[src/rtl/piso_serializer.sv]
// Parallel-in serial-out shift register: transmit end of the serial link.
// Words are accepted over a load/ready handshake and sent one bit per enabled clock.
module piso_serializer #(
    parameter int WIDTH     = 4,
    parameter bit MSB_FIRST = 1'b1
) (
    input  logic             clk,
    input  logic             rst,
    input  logic [WIDTH-1:0] din,
    input  logic             load,
    input  logic             shift_en,
    output logic             ready,
    output logic             sout,
    output logic             sout_valid,
    output logic             last,
    output logic             done
);

    localparam int CW = (WIDTH > 2) ? $clog2(WIDTH) : 1;
    localparam logic [CW-1:0] CNT_LAST = CW'(WIDTH - 1);

    typedef enum logic {
        IDLE  = 1'b0,
        SHIFT = 1'b1
    } state_t;

    state_t           state_q;
    logic [WIDTH-1:0] shreg_q;
    logic [WIDTH-1:0] shreg_d;
    logic [CW-1:0]    cnt_q;
    logic             done_q;
    logic             last_s;

    // Shift one position toward the output end, zero fill behind.
    always_comb begin
        shreg_d = shreg_q;
        if (MSB_FIRST) begin
            shreg_d = {shreg_q[WIDTH-2:0], 1'b0};
        end else begin
            shreg_d = {1'b0, shreg_q[WIDTH-1:1]};
        end
    end

    // Serial outputs come only from registered state; ready also sees the
    // end-of-word edge so back-to-back words need no idle cycle.
    always_comb begin
        last_s     = (state_q == SHIFT) && (cnt_q == CNT_LAST);
        sout_valid = (state_q == SHIFT);
        if (state_q == SHIFT) begin
            sout = MSB_FIRST ? shreg_q[WIDTH-1] : shreg_q[0];
        end else begin
            sout = 1'b0;
        end
        ready = !rst && ((state_q == IDLE) || (last_s && shift_en));
        last  = last_s;
        done  = done_q;
    end

    // Handshake / shift state machine.
    always_ff @(posedge clk or posedge rst) begin
        if (rst) begin
            state_q <= IDLE;
            shreg_q <= '0;
            cnt_q   <= '0;
            done_q  <= 1'b0;
        end else begin
            done_q <= 1'b0;
            case (state_q)
                IDLE: begin
                    if (load) begin
                        shreg_q <= din;
                        cnt_q   <= '0;
                        state_q <= SHIFT;
                    end else begin
                        state_q <= IDLE;
                    end
                end
                SHIFT: begin
                    if (shift_en) begin
                        if (last_s) begin
                            done_q <= 1'b1;
                            if (load) begin
                                shreg_q <= din;
                                cnt_q   <= '0;
                            end else begin
                                shreg_q <= '0;
                                cnt_q   <= '0;
                                state_q <= IDLE;
                            end
                        end else begin
                            shreg_q <= shreg_d;
                            cnt_q   <= cnt_q + CW'(1);
                        end
                    end else begin
                        state_q <= SHIFT;
                    end
                end
                default: begin
                    state_q <= IDLE;
                    shreg_q <= '0;
                    cnt_q   <= '0;
                end
            endcase
        end
    end

endmodule

[config.mk]
export PLATFORM = sky130hd
export DESIGN_NAME = piso_serializer
export DESIGN_NICKNAME = d
export VERILOG_FILES = /design/src/rtl/piso_serializer.sv
export SDC_FILE = /design/constraint.sdc
export NUM_CORES = 1
export LEC_CHECK = 0
export BUFFER_PORTS_ARGS = -buffer_cell sky130_fd_sc_hd__buf_2
export CAP_MARGIN = 15
export CORE_AREA = 2 2 39 41
export CTS_CLUSTER_DIAMETER = 50
export DETAILED_ROUTE_END_ITERATION = 8
export DIE_AREA = 0 0 41 43
export PLACE_DENSITY_LB_ADDON = 0.12
export REMOVE_ABC_BUFFERS = 1
export SKIP_CTS_REPAIR_TIMING = 1
export SYNTH_ARGS = -nofsm -noshare
export SYNTH_HDL_FRONTEND = slang
export SYNTH_SLANG_ARGS = --single-unit
[constraint.sdc]
create_clock -name clk -period 2.4 [get_ports clk]
set_clock_uncertainty 0.2 [all_clocks]
set_input_delay 0.72 -clock clk [delete_from_list [all_inputs] [get_ports clk]]
set_output_delay 0.72 -clock clk [all_outputs]
set_load 0.005 [all_outputs]
==> results.md <==
- Crit start category: register
- CP delay by family, top: flip-flops
- DP Worst Slack: 194 ps
- Cell Int Power: 0.330 mW
- All-Layer GR Usage: 0.123
- GP Congestion: 0.636
- Clk pwr share: 0.207
- Final hold viol count: 0
- Slowest cell delay on critical path: 360 ps
- Num CTS Buffers: 3
- CP Cell Sequence: ha_1 -> nand3_1 -> a21oi_1 -> buf_2
- Max_slew headroom: 0.666
- Combinational power share: 0.346
- Max Root-Sink Buffers: 2
- Num ports: 13
- Clock Latency Late Sink: 250 ps
- Post-Place Cell Area: 458 um2
- Antenna Cells: 0
- First-pass GRT wire length: 1.35 mm
- Largest net degree at the start of global routing: 12
- Hold WC Path Type: input port to async pin
- Register area share after synthesis: 0.514
- Chip height: 43 um
- Status: finished, final reports clean
- Vias per cell: 4.76
- Die ar.: 1760 um2
- Final hold slack: 219 ps
- Max_cap viols: 0
- Setup crit end kind: output pin
- Max Fclk: 454 MHz
- Max rail drop VDD: 381 uV
- Initial antenna violation count: 0
- Initial Utilization: 0.281
- Cells after synthesis: 37
- Avg Inst Size Synth: 10.5 um2
- Drt initial violations: 2
- Max Slew Vio Count: 0
- Ys Warns: 0
- TritonCTS Sinks: 8
- Sequential share of power: 0.448
- PwrDens: 1000 nW/um2
- CTS tree: built
- Worst EP arrival: 1280 ps
- Post-DRT Antenna Nets: 0
- Worst slew pin tran: 487 ps
- Die X: 41 um
- Drt pass-1 iters: 4
- Final instance area: 480 um2
- Reg clk slew, reported paths: 50 ps
- Setup TNS: 0 ps
- Wire per inst: 11.8 um
- Vias: 319
- DP Wirelength: 645 um
- CP max FO: 4
- Core ar.: 1380 um2
- Buffers on Ports: 12
- Root Buffer: clkbuf_4
- CP Data Required Time: 1480 ps
- Final worst path period need: 2200 ps
- Nets: 62
- Sw Ratio: 0.316
- #FFs+latches synth: 8
- H-tree levels: 1
- Placed cell count: 64
- Sw Pwr: 0.152 mW
- Row cnt: 14
- Setup ws final: 200 ps
- LEAKAGE: 0.251 nW
- Slowest-stage cell, CP: dfrtp_1
- RSZ-0062 raised after global routing: no
- Final setup fails: 0
- Syn Std Cell Area: 389 um2
- Distinct cells, synth: 17
- Tcrit/Tclk final: 0.917
- Layout cells sized above 1: 0.333
- Buf/Inv on CP: 1
- Number of global-route vias before repair: 321
- Synthesis-to-layout area growth: 23.5%
- Fillcell total: 148
- Layout Cells excl Fill: 67
- Worst Setup Path Type: register to output pin
- Routed WL: 791 um
- DRC errors left: 0
- Total grt overflow: 0
placed cells by master (no fill, tap or decap):
master and n:
buf_2 12, nor2_1 6, a21oi_1 1, a21o_1 1
nand3_1 2, ha_1 1, nand2_1 4, mux2i_1 1
clkbuf_4 3, dfrtp_1 8, a21bo_4 1, inv_1 2
mux2_2 1, o21ai_0 1, and2_1 2, a221oi_1 3
a32o_1 1, nor2b_1 1
kinds of logic after synthesis:
group	synth area share
buf+inv	0.0482
compound gates	0.180
flops	0.514
mux	0.0547
fa+ha+maj	0.0321
simple gates	0.170
registers in the layout (all words and copies together), names as in the netlist:
register,cells
shreg_q,4
done,1
sout_valid,1
cnt_q,2
worst register-to-register path, delay by kind of cell (launching register included):
| kind | cells | cell delay (ps) |
|---|---|---|
| AOI/OAI and AO/OA | 2 | 510 |
| adders and majority gates | 1 | 250 |
| and+or+nand+nor | 1 | 80 |
| DFF | 1 | 380 |
metal layers:
layer	vias to the layer above	routed length (um)	GRT usage
met5	-	0	0
met3	0	46	0.0471
met2	9	409	0.181
li1	161	-	-
met4	0	0	0.100
met1	149	335	0.130
Yosys cell counts:
master | number | area share
a21bo_4 | 1 | 0.042
a21o_1 | 1 | 0.019
a21oi_1 | 1 | 0.013
a221oi_1 | 3 | 0.068
a32o_1 | 1 | 0.026
and2_1 | 2 | 0.032
buf_6 | 1 | 0.029
dfrtp_1 | 8 | 0.51
ha_1 | 1 | 0.032
inv_1 | 2 | 0.019
mux2_2 | 1 | 0.029
mux2i_1 | 1 | 0.026
nand2_1 | 4 | 0.039
nand3_1 | 2 | 0.026
nor2_1 | 6 | 0.058
nor2b_1 | 1 | 0.016
o21ai_0 | 1 | 0.013
stage by stage:
step / power (mW) / utilization
3_5_place_dp: 0.391 / 0.331
3_3_place_gp: 0.383 / 0.331
2_1_floorplan: 0.331 / -
6_report: 0.483 / 0.347
5_1_grt: 0.533 / 0.347
4_1_cts: 0.498 / 0.347
power groups by stage:
| stage | clock, mW | sequential (mW) | combinational [mW] |
|---|---|---|---|
| 2_1_floorplan | 0 | 0.211 | 0.120 |
| 3_3_place_gp | 0 | 0.216 | 0.167 |
| 3_5_place_dp | 0 | 0.220 | 0.172 |
| 4_1_cts | 0.109 | 0.217 | 0.172 |
| 5_1_grt | 0.117 | 0.224 | 0.192 |
| 6_report | 0.0998 | 0.216 | 0.167 |
area by class of cell:
| class | count | area, um2 | area share |
|---|---|---|---|
| well taps | 16 | 20.0 | 0.0417 |
| multi-input cells | 26 | 170 | 0.354 |
| clock buffers | 3 | 22.5 | 0.0469 |
| repair buffers | 12 | 60.1 | 0.125 |
| flip-flops and latches | 8 | 200 | 0.417 |
| inverters | 2 | 7.51 | 0.0156 |
worst paths after layout:
check / startpoint / to / slack (ps) / depth (start not counted)
hold reg to reg: shreg_q[0] / shreg_q[0] / 290 / 2
setup reg to reg: cnt_q[0] / shreg_q[1] / 860 / 4
max in group asynchronous: rst / cnt_q[0] / 1550 / 2
setup / recovery: cnt_q[0] / ready / 200 / 4
min in group clk: shreg_q[0] / shreg_q[0] / 290 / 2
hold / removal: rst / sout_valid / 220 / 2
Power figures use the tool's default switching activity.
